`config.mk`:
```
export PLATFORM = sky130hd
export DESIGN_NAME = reg_write_arbiter
export DESIGN_NICKNAME = d
export VERILOG_FILES = /design/src/rtl/reg_write_arbiter.sv
export SDC_FILE = /design/constraint.sdc
export NUM_CORES = 1
export LEC_CHECK = 0
export CELL_PAD_IN_SITES_DETAIL_PLACEMENT = 0
export CELL_PAD_IN_SITES_GLOBAL_PLACEMENT = 1
export CORE_MARGIN = 2
export CORE_UTILIZATION = 35
export CTS_CLUSTER_SIZE = 14
export DETAILED_ROUTE_END_ITERATION = 8
export HOLD_SLACK_MARGIN = 0.03
export PLACE_DENSITY = 0.87
export SLEW_MARGIN = 30
export SYNTH_ARGS = -nofsm -noshare
export SYNTH_HDL_FRONTEND = slang
export SYNTH_SLANG_ARGS = --single-unit
```
`constraint.sdc`:
```
create_clock -name clk -period 3.94 [get_ports clk]
set_clock_uncertainty 0.05 [all_clocks]
set_input_delay 0.788 -clock clk [delete_from_list [all_inputs] [get_ports clk]]
set_output_delay 0.788 -clock clk [all_outputs]
set_load 0.02 [all_outputs]
```
`src/rtl/reg_write_arbiter.sv`:
```
// Two-port writeback arbiter for a single register-file write port.
// Each port owns a one-entry slot; one slot drains per cycle, round-robin, oldest-first on same register.
module reg_write_arbiter #(
    parameter int DW   = 16,
    parameter int NREG = 16,
    parameter int AW   = 4
) (
    input  logic            clk,
    input  logic            rst,
    input  logic            a_valid,
    input  logic [AW-1:0]   a_addr,
    input  logic [DW-1:0]   a_data,
    output logic            a_ready,
    input  logic            b_valid,
    input  logic [AW-1:0]   b_addr,
    input  logic [DW-1:0]   b_data,
    output logic            b_ready,
    output logic [NREG-1:0] wr_en,
    output logic [DW-1:0]   wr_data,
    output logic [NREG-1:0] pend
);

    typedef enum logic {
        PORT_A = 1'b0,
        PORT_B = 1'b1
    } port_e;

    typedef struct packed {
        logic          full;
        logic [AW-1:0] addr;
        logic [DW-1:0] data;
    } slot_t;

    slot_t slot_a;
    slot_t slot_b;
    port_e last_grant;
    logic  a_older;

    logic grant_a;
    logic grant_b;
    logic accept_a;
    logic accept_b;
    logic both_full;
    logic same_addr;

    function automatic logic [NREG-1:0] onehot(input logic [AW-1:0] idx);
        logic [NREG-1:0] v;
        v      = '0;
        v[idx] = 1'b1;
        return v;
    endfunction

    // Grant depends on registered state only; a same-register conflict overrides round-robin.
    always_comb begin
        grant_a   = 1'b0;
        grant_b   = 1'b0;
        both_full = slot_a.full & slot_b.full;
        same_addr = (slot_a.addr == slot_b.addr);
        if (both_full) begin
            if (same_addr) begin
                grant_a = a_older;
                grant_b = !a_older;
            end else begin
                grant_a = (last_grant == PORT_B);
                grant_b = (last_grant == PORT_A);
            end
        end else begin
            grant_a = slot_a.full;
            grant_b = slot_b.full;
        end
    end

    assign a_ready  = !slot_a.full | grant_a;
    assign b_ready  = !slot_b.full | grant_b;
    assign accept_a = a_valid & a_ready;
    assign accept_b = b_valid & b_ready;

    always_ff @(posedge clk or posedge rst) begin
        if (rst) begin
            slot_a <= '0;
        end else if (accept_a) begin
            slot_a.full <= 1'b1;
            slot_a.addr <= a_addr;
            slot_a.data <= a_data;
        end else if (grant_a) begin
            slot_a.full <= 1'b0;
        end
    end

    always_ff @(posedge clk or posedge rst) begin
        if (rst) begin
            slot_b <= '0;
        end else if (accept_b) begin
            slot_b.full <= 1'b1;
            slot_b.addr <= b_addr;
            slot_b.data <= b_data;
        end else if (grant_b) begin
            slot_b.full <= 1'b0;
        end
    end

    // Starting from B makes A win the first different-register tie after reset.
    always_ff @(posedge clk or posedge rst) begin
        if (rst) begin
            last_grant <= PORT_B;
        end else if (grant_a) begin
            last_grant <= PORT_A;
        end else if (grant_b) begin
            last_grant <= PORT_B;
        end
    end

    // Age only matters while the other slot stays occupied; a simultaneous pair counts A as older.
    always_ff @(posedge clk or posedge rst) begin
        if (rst) begin
            a_older <= 1'b1;
        end else if (accept_a && accept_b) begin
            a_older <= 1'b1;
        end else if (accept_a && slot_b.full && !grant_b) begin
            a_older <= 1'b0;
        end else if (accept_b && slot_a.full && !grant_a) begin
            a_older <= 1'b1;
        end
    end

    always_comb begin
        wr_en   = '0;
        wr_data = '0;
        if (grant_a) begin
            wr_en   = onehot(slot_a.addr);
            wr_data = slot_a.data;
        end else if (grant_b) begin
            wr_en   = onehot(slot_b.addr);
            wr_data = slot_b.data;
        end
    end

    always_comb begin
        pend = '0;
        if (slot_a.full) begin
            pend = pend | onehot(slot_a.addr);
        end
        if (slot_b.full) begin
            pend = pend | onehot(slot_b.addr);
        end
    end

endmodule

```
==> impl_results.md, run 1 <==
* DIE AREA at 8070 um2
* EDFF count, synth at 0
* Total CTS buffers at 5
* Synth Area in Compound Gates at between 10 and 15%
* Vias in the first global route at about 2300
* # H-tree levels at 2
* Most frequent cells after synthesis: 47 x nand2_1, 42 x dfrtp_1, 20 x mux2_1, 20 x mux2_4
* Leak at approximately 0.0015 uW
* Io pins at 94
* Post-synthesis mux area share at 21.2%
* Initial antenna violation count at 0
* Cell area after layout at 3690 um2
* Yosys warns at 0
* Final worst path period need at 3730 ps
* PortBufs at 93
* Clock root buffer: clkbuf_8
* Final wirelength at roughly 6600 um
* Startpoint Class: flop
* Layout cells sized above 1 at 13.8%
* GPL Wtd Cong at just over 0.8
* Fin. Hold Viols at 0
* Final setup viols at 0
* Slew Limit Fails at 0
* WP data arrival at 2900 ps
* Fmax at 268 MHz
* Max cap viols at 0
* Post-synthesis adder-cell area fraction at 0%
* Type of destination of the critical path: output pin
* Cts hold-fix bufs at 0
* Post-Synth Simple-Gate Area at 15.2%
* Largest family of logic cells by synthesized area: multiplexers
* Count leader, synth: nand2_1
* Placed cell areas at 3580 um2
* FFs w/ async S/R, synth at 100%
* Antenna cells at 0
* CP required at 3100 ps
* Clk sinks at 44
* Sequential share of the synthesized area at 42.8%
* Crit share post-route at 94.7%
* Synth unique cells at 36
* Layout fillers at 650
* Detailed placer's ending HPWL at 4860 um
* PostCTS Resize Cnt at 0
* Initial core utilization at 36.0%
* Clock tree buffer depth at 2
* Clock Pin Slew Worst Setup and Hold Paths at 80 ps
* Register bit total from synthesis at 44
* Syn_nets at 279
* Post-Synth XOR/XNOR Area at ~1.4%
* Worst VDD drop at 0.358 mV
* DRC at 0
* Layout area overhead at 42.9%
* Setup Fix Bufs, Post-CTS at 0
* Total track usage at 16.5%
* First-pass detailed-route iteration total at 4
* Hold Path Class: reg2reg
* Remaining global-route overflow at 0
* Worst skew pair latency at 290 ps
* Area contributors post-synth: dfrtp_1 41%, mux2_4 12%, mux2_1 8.7%, nand2_1 6.8%, a32o_1 6.2%
* Top cell type's share of synthesized area at approximately two fifths
* Num rows at 31
* Syn_area_per_cell at 11.0 um2
* Slew HR at roughly three fifths
* DRT antenna net count at 0
* Least-Margin Pin Slew at 621 ps
* Multi-input logic area at 1350 um2
* TritonCTS clock tree: built
* Cell Pwr Density at 700 nW/um2
* RSZ-0062 raised after global routing: no
* First-pass GRT wire length at 11100 um
* CP Class: reg2out
* Via count at 2191
* Prevailing post-synth register cell: dfrtp_1
* Via density at 5.14
* Register area at 1100 um2
* Die X at 89.9 um
* Mean routed wirelength per cell at 15.6 um
* Initial DRC Count at 75
* Layout Nets at between 300 and 400
* Synth area leader: dfrtp_1
* Largest net degree at the start of global routing at 45
* Fin Setup TNS at 0 ps
* Netlist Area Pre-Place at 2580 um2
* Die Y at 89.9 um
* Worst Path Max Fanout at 17
* Core Region at about 7000 um2
* Status: complete, no violations
* Cell count after synthesis at 235
[layout make-up]
cell class              count  area share (%)
multi-input cells         173            36.7
flip-flops and latches     44            29.9
repair buffers            101            26.9
well taps                  99            3.36
clock buffers               5            1.87
clock inverters             3            1.15
inverters                   1           0.102
[registers in the layout, indices dropped and copies added, names as in the netlist]
register	count
a_older	1
last_grant	1
slot_a	21
slot_b	21
[logic make-up (layout without fill, tap and decap cells)]
| kind of cell | count (synthesis) | count (layout) |
|---|---|---|
| XOR/XNOR | 4 | 4 |
| buffers and inverters | 18 | 110 |
| AND/OR/NAND/NOR | 83 | 83 |
| AO/OA/AOI/OAI | 44 | 44 |
| flip-flops | 44 | 44 |
| multiplexers | 42 | 42 |
[metal layers]
metal | vias up | part of all wire [%] | global-route usage [%]
met4 | 0 | 0.35 | 3.46
met5 | - | 0 | 0
met2 | 93 | 47 | 27.4
met1 | 1052 | 44 | 21.3
li1 | 1044 | - | -
met3 | 2 | 8.6 | 5.28
[power by group]
group	switching (uW)	total, uW	leakage (uW)	internal [uW]
combinational	759	1480	0.000984	723
sequential	149	762	0.000510	613
clock	152	339	0.0000541	188
[worst max-delay path: stages (launching register included)]
cell and delay [ps]:
dfrtp_1 480, xor2_1 260, o41ai_1 510, o211a_2 540, a32o_1 210, clkdlybuf4s50_1 610
[cell usage in the layout, fill, tap and decap left out, drive strengths merged, types with 2 or more instances in the layout]
cell type       n
nor2            8
clkbuf          5
and3            3
o211a           2
clkinv          2
nand2          47
dfstp           2
a32o           16
clkdlybuf4s50  93
and3b           2
o41ai           3
o21ai           3
nor2b           5
nand3           8
xor2            4
nand2b          3
o22ai          16
nor3b           2
dfrtp          42
mux2           41
buf             8
[path summary, 6_finish.rpt]
path | slack [ps] | start | to | depth (start not counted)
setup / recovery | 210 | slot_b[18] | wr_data[11] | 5
hold / removal | 450 | slot_b[4] | slot_b[4] | 1
setup reg to reg | 1360 | slot_b[18] | slot_a[13] | 6
hold reg to reg | 450 | slot_b[4] | slot_b[4] | 1
max in group asynchronous | 2570 | rst | slot_a[9] | 3
min in group asynchronous | 870 | rst | slot_b[1] | 3
[stage by stage]
stage                     power, uW  utilization (%)  cells  setup WS, ps  hold WS (ps)
after CTS                      2600             51.4    426           141           451
after detailed placement       2250             49.8    418           466           431
after global placement         2230             49.8    418           469           424
after floorplan                1710                -    235          1030           415
after global routing           2740             51.4    426          26.9           477
final                          2580             51.4    426           207           447
(Power assumes the default switching activity.)
==> run 2: changes to the inputs <==
Settings changed: CORE_UTILIZATION 35 to 37, PLACE_DENSITY 0.87 to 0.92.
==> run 2 against run 1 <==
Compared with the run above:
- non-clock buffer count did not move
- power down 1.6%
- fmax down 0.57%
- critical path depth did not move
- die area decreased by 5.2%
- combinational power about the same
- routed wire length grew 1.2%
- via count shrank 0.23%
- register-to-register slack lost 300 ps
- global-route usage up 1.6 points
- sequential power decreased by 0.9%
- sequential share of layout area is 0.37 points higher
- critical path type unchanged
- highest routed layer unchanged
==> impl_results.md, run 2 (synthesis gave the netlist of run 1 again) <==
* Layout cells sized above 1 at 13.1% (-0.61 points)
* First-pass detailed-route iteration total at 4 (unchanged)
* Status: complete, no violations
* Fin Setup TNS at 0 ps (unchanged)
* Core Region at 6760 um2 (-5.8%)
* Clk sinks at 44 (unchanged)
* Reg2reg start: slot_b[18]
* Largest registers: slot_a: 21 flops, slot_b: 21 flops
* Hold Path Cell Cnt at 1 (unchanged)
* Critical Path, Cell by Cell: xor2_1 -> o41ai_1 -> o211a_2 -> a32o_1 -> clkdlybuf4s50_1
* Remaining global-route overflow at 0 (unchanged)
* Die X at 87.5 um (-2.6%)
* Initial DRC Count at 109 (+45%)
* Type of destination of the critical path: output pin
* Least-Margin Pin Slew at 621 ps (+0.514 ps)
* Final core utilization at 53.9% (+2.5 points)
* Critical Path Max Stage Delay at 610 ps (about the same)
* Worst VDD drop at 0.373 mV (+4.2%)
* Total CTS buffers at 5 (unchanged)
* Setup Fix Bufs, Post-CTS at 0 (unchanged)
* WP data arrival at 2920 ps (+20 ps)
* Layout area overhead at 41.2%
* Io pins at 94 (unchanged)
* Initial core utilization at 38.2% (+2.2 points)
* Final wirelength at 6730 um (+1.2%)
* # H-tree levels at 2 (unchanged)
* Largest net degree at the start of global routing at 29 (-36%)
* Num rows at 30 (-3.2%)
* Clock Pin Slew Worst Setup and Hold Paths at 80 ps (about the same)
* Critical R2R Capture: slot_a[17]
* Detailed placer's ending HPWL at 4980 um (+2.4%)
* Final worst path period need at 3750 ps (+21.5 ps)
* Worst skew pair latency at 300 ps (about the same)
* Worst Path Max Fanout at 17 (unchanged)
* First-pass GRT wire length at 10800 um (-2.2%)
* GPL Wtd Cong at 0.799 (-2.4%)
* Slew HR at 58.3% (-0.20 points)
* Via density at 5.37 (+4.4%)
* Crit share post-route at 95.3% (+0.54 points)
* Most frequent cells in the layout: 93 x clkdlybuf4s50_1, 47 x nand2_1, 42 x dfrtp_1, 20 x mux2_1, 20 x mux2_4
* Die Y at 87.5 um (-2.6%)
* Clock tree buffer depth at 2 (unchanged)
* Fmax at 266 MHz (-0.57%)
* Vias in the first global route at 2207 (-3.2%)
* DRT antenna net count at 0 (unchanged)
* Reg2reg setup slack at 1060 ps (-300 ps)
* Commonest non-fill, non-tap cell in the layout: clkdlybuf4s50_1
* Slowest-stage cell, CP: clkdlybuf4s50_1
* Hold Path Sink: slot_b[6]
* DRC at 0 (unchanged)
* R2r worst-path depth at 6 (unchanged)
* Startpoint Class: flop
* Total track usage at 18.1% (+1.6 points)
* Final setup viols at 0 (unchanged)
* Via count at 2186 (-0.23%)
* PortBufs at 93 (unchanged)
* Clock root buffer: clkbuf_8
* Hold wc startpoint: slot_b[6]
* Hold Path Class: reg2reg
* Max cap viols at 0 (unchanged)
* Layout fillers at 612 (-5.8%)
* Antenna cells at 0 (unchanged)
* Cell Pwr Density at 698 nW/um2 (-0.35%)
* Fin. Hold Viols at 0 (unchanged)
* Leak at 0.00154 uW (-0.55%)
* RSZ-0062 raised after global routing: no
* Layout Nets at 370 (unchanged)
* Initial antenna violation count at 0 (unchanged)
* DIE AREA at 7660 um2 (-5.2%)
* TritonCTS clock tree: built
* Mean routed wirelength per cell at 16.5 um (+6.0%)
* CP required at 3100 ps (about the same)
* Slew Limit Fails at 0 (unchanged)
* CP Class: reg2out
[run 2: changes by cell type in the layout (fill, tap and decap cells not counted), sizes merged]
cell	before	now
clkbuf	5	8
clkinv	2	1
bufinv	1	0
clkinvlp	1	0
[run 2: what timing repair did]
item,CTS,global route
hold buffers,0,0
resized for setup,0,1
endpoints found under the setup margin,0,15
[run 2: layout make-up]
class                      count  area (um2)  area share (%)
clock buffer                   8        90.1            2.47
sequential                    44        1100            30.3
tap                           80         100            2.75
multi-input combinational    173        1350            37.2
timing repair buffer         101         991            27.2
inverter                       1        3.75           0.103
[run 2: worst max-delay path, delay by kind of cell, from the launching register on]
family | cells | cell delay (ps)
AOI/OAI and AO/OA | 3 | 1260
xor gates and xnor gates | 1 | 260
buffers and inverters | 1 | 610
DFF | 1 | 480
[run 2: metrics by stage]
stage	cell area (um2)	power [uW]	std cells	setup slack (ps)	hold slack [ps]
after global routing	3640	2700	407	20.7	468
final	3640	2540	407	185	450
after floorplan	2580	1710	235	1030	415
after CTS	3640	2560	407	88.1	451
after global placement	3550	2220	399	453	424
after detailed placement	3550	2250	399	434	432
[run 2: how the worst max path moves through the flow]
stage | slack (ps) | end | startpoint | depth (start not counted)
3_5_place_dp | 430 | wr_data[14] | slot_b[18] | 5
5_1_grt | 20 | wr_data[14] | slot_b[18] | 5
6_report | 190 | wr_data[14] | slot_b[18] | 5
2_1_floorplan | 1030 | wr_data[12] | slot_b[18] | 8
4_1_cts | 90 | wr_data[14] | slot_b[18] | 5
3_3_place_gp | 450 | wr_data[14] | slot_b[18] | 5
[run 2: per-layer routing]
layer	wire length, um	track usage (%)	vias to the layer above
met1	3120	24.9	1049
met4	107	6.01	0
met2	3100	28.7	84
met3	401	3.51	9
met5	0	0	-
li1	-	-	1044
[run 2: power by group]
part / internal (uW) / switching (uW)
sequential: 612 / 143
clock: 143 / 158
combinational: 724 / 761
total: 1480 / 1060
==> run 3: changes to the inputs <==
Settings changed: SETUP_SLACK_MARGIN from default to 0.2.
==> run 3 against run 2 <==
Compared with the run above:
- via count increased by 0.64%
- sequential power grew 0.7%
- routed wire length increased by 2.2%
- combinational power about the same
- critical path type unchanged
==> impl_results.md, run 3 (synthesis gave the netlist of run 1 again) <==
* Fin Setup TNS at 0 ps (unchanged)
* Final setup margin at 305 ps (+120 ps)
* Placed cell areas at 3550 um2 (unchanged)
* Detailed placer's ending HPWL at 4980 um (unchanged)
* Most frequent cells in the layout: 77 x clkdlybuf4s50_1, 47 x nand2_1, 41 x dfrtp_1, 21 x mux2_4, 20 x mux2_1
* Final non-filler cell total at 408 (+0.25%)
* Core Region at 6760 um2 (unchanged)
* Leak at 0.00183 uW (+19%)
* Internal power at 1490 uW (+0.60%)
* Layout cells sized above 1 at 14.0% (+0.87 points)
* Type of destination of the critical path: output pin
* Largest net degree at the start of global routing at 29 (unchanged)
* Max cap viols at 0 (unchanged)
* Total track usage at 18.2% (+0.079 points)
* Least-Margin Pin Slew at 616 ps (-4.76 ps)
* Initial antenna violation count at 0 (unchanged)
* Via count at 2200 (+0.64%)
* Critical Path, Cell by Cell: xor2_1 -> o41ai_1 -> o211a_4 -> a32o_1 -> clkdlybuf4s50_1
* Seq pwr share at 29.7% (about the same)
* Worst Path Max Fanout at 17 (unchanged)
* Clk sinks at 44 (unchanged)
* WP data arrival at 2800 ps (-120 ps)
* DRT antenna net count at 0 (unchanged)
* Commonest non-fill, non-tap cell in the layout: clkdlybuf4s50_1
* Slowest-stage cell, CP: o41ai_1
* Placed Instances at 399 (unchanged)
* Pwr Total at 2560 uW (+0.78%)
* Part of the power in the clock network at 11.8% (about the same)
* Switching Share at 41.9% (+0.11 points)
* Num rows at 30 (unchanged)
* Die X at 87.5 um (unchanged)
* Final wirelength at 6870 um (+2.2%)
* Critical Path Max Stage Delay at 630 ps (+20 ps)
* Crit path max-delay family: compound AO/OA/AOI/OAI gates
* Die Y at 87.5 um (unchanged)
* Fmax at 275 MHz (+3.3%)
* Crit share post-route at 92.2% (-3.0 points)
* # H-tree levels at 2 (unchanged)
* Net switching power at 1070 uW (+1.0%)
* Clock Pin Slew Worst Setup and Hold Paths at 90 ps (about the same)
* Startpoint Class: flop
* Worst VDD drop at 0.376 mV (+0.71%)
* Cell area after layout at 3710 um2 (+1.9%)
* Remaining global-route overflow at 0 (unchanged)
* Fin. Hold Viols at 0 (unchanged)
* RSZ-0062 raised after global routing: yes
* DIE AREA at 7660 um2 (unchanged)
* Combinational Power Share at 58.6% (+0.2 points)
* Layout area overhead at 43.8%
* Vias in the first global route at 2232 (+1.1%)
* Layout Nets at 371 (+0.27%)
* Final setup viols at 0 (unchanged)
* Hold Path Class: reg2reg
* Initial DRC Count at 134 (+23%)
* Initial core utilization at 38.2% (unchanged)
* Mean routed wirelength per cell at 16.8 um (+1.9%)
* Layout fillers at 602 (-1.6%)
* Status: complete, no violations
* Total CTS buffers at 5 (unchanged)
* First-pass detailed-route iteration total at 4 (unchanged)
* Via density at 5.39 (+0.39%)
* GPL Wtd Cong at 0.799 (unchanged)
* Io pins at 94 (unchanged)
* CP required at 3100 ps (about the same)
* Slew Limit Fails at 0 (unchanged)
* DRC at 0 (unchanged)
* Largest registers: slot_a: 21 flops, slot_b: 21 flops
* Clock tree buffer depth at 2 (unchanged)
* Worst skew pair latency at 300 ps (about the same)
* CP Class: reg2out
* Cell Pwr Density at 691 nW/um2 (-1.1%)
* Antenna cells at 0 (unchanged)
* Slew HR at 58.7% (+0.32 points)
* Clock root buffer: clkbuf_8
* First-pass GRT wire length at 10900 um (+0.52%)
* PortBufs at 93 (unchanged)
* Final worst path period need at 3630 ps (-120 ps)
* Dpl ws at 434 ps (unchanged)
* TritonCTS clock tree: built
* WP buf/inv at 1 (unchanged)
[run 3: area by class of cell]
class | instances | area (um2) | area share, %
Clock buffer | 8 | 90.1 | 2.43
Inverter | 1 | 3.75 | 0.101
Multi-Input combinational cell | 173 | 1370 | 37.0
Sequential cell | 44 | 1100 | 29.8
Tap cell | 80 | 100 | 2.70
Timing Repair Buffer | 102 | 1040 | 28.0
[run 3: through the flow]
stage	hold slack [ps]	util, %
CTS	451	54.0
global route	468	54.9
finish	450	54.9
detailed placement	432	52.6
global placement	424	52.6
floorplan	415	-
[run 3: per-layer routing]
metal	GRT usage, %	up-vias	share of wire (%)
li1	-	1048	-
met1	25.1	1055	46
met2	28.6	86	46
met3	3.51	11	6.0
met4	6.43	0	1.5
met5	0	-	0
[run 3: power groups by stage]
stage | Clock [uW] | Combinational [uW] | Sequential, uW
after floorplan | 0 | 1010 | 698
after global placement | 0 | 1470 | 755
after detailed placement | 0 | 1490 | 759
after CTS | 306 | 1500 | 754
after global routing | 327 | 1610 | 786
final | 302 | 1500 | 760
[run 3: what timing repair did]
| action | 4_1_cts | 5_1_grt |
|---|---|---|
| buffers inserted | 0 | 1 |
| hold endpoints to repair | 0 | 0 |
| gates resized for setup | 2 | 19 |
| setup endpoints to repair | 16 | 32 |
| pin swaps | 1 | 1 |
| hold buffers | 0 | 0 |
[run 3: worst reg2reg max path: cells and delay by family (launching register included)]
kind / cells / cell delay, ps
AO/OA/AOI/OAI: 1 / 520
buffers and inverters: 2 / 590
flip-flops: 1 / 440
XOR/XNOR: 1 / 240
AND/OR/NAND/NOR: 1 / 610
multiplexers: 1 / 340
[run 3: final timing paths]
| path | startpoint | to | slack, ps | depth (start not counted) |
|---|---|---|---|---|
| max | slot_b[16] | wr_data[14] | 310 | 5 |
| min | slot_b[6] | slot_b[6] | 450 | 1 |
| max reg2reg | slot_b[16] | slot_a[17] | 1040 | 6 |
| min reg2reg | slot_b[6] | slot_b[6] | 450 | 1 |
| max in group asynchronous | rst | last_grant | 2340 | 3 |
| min in group asynchronous | rst | slot_b[11] | 740 | 2 |
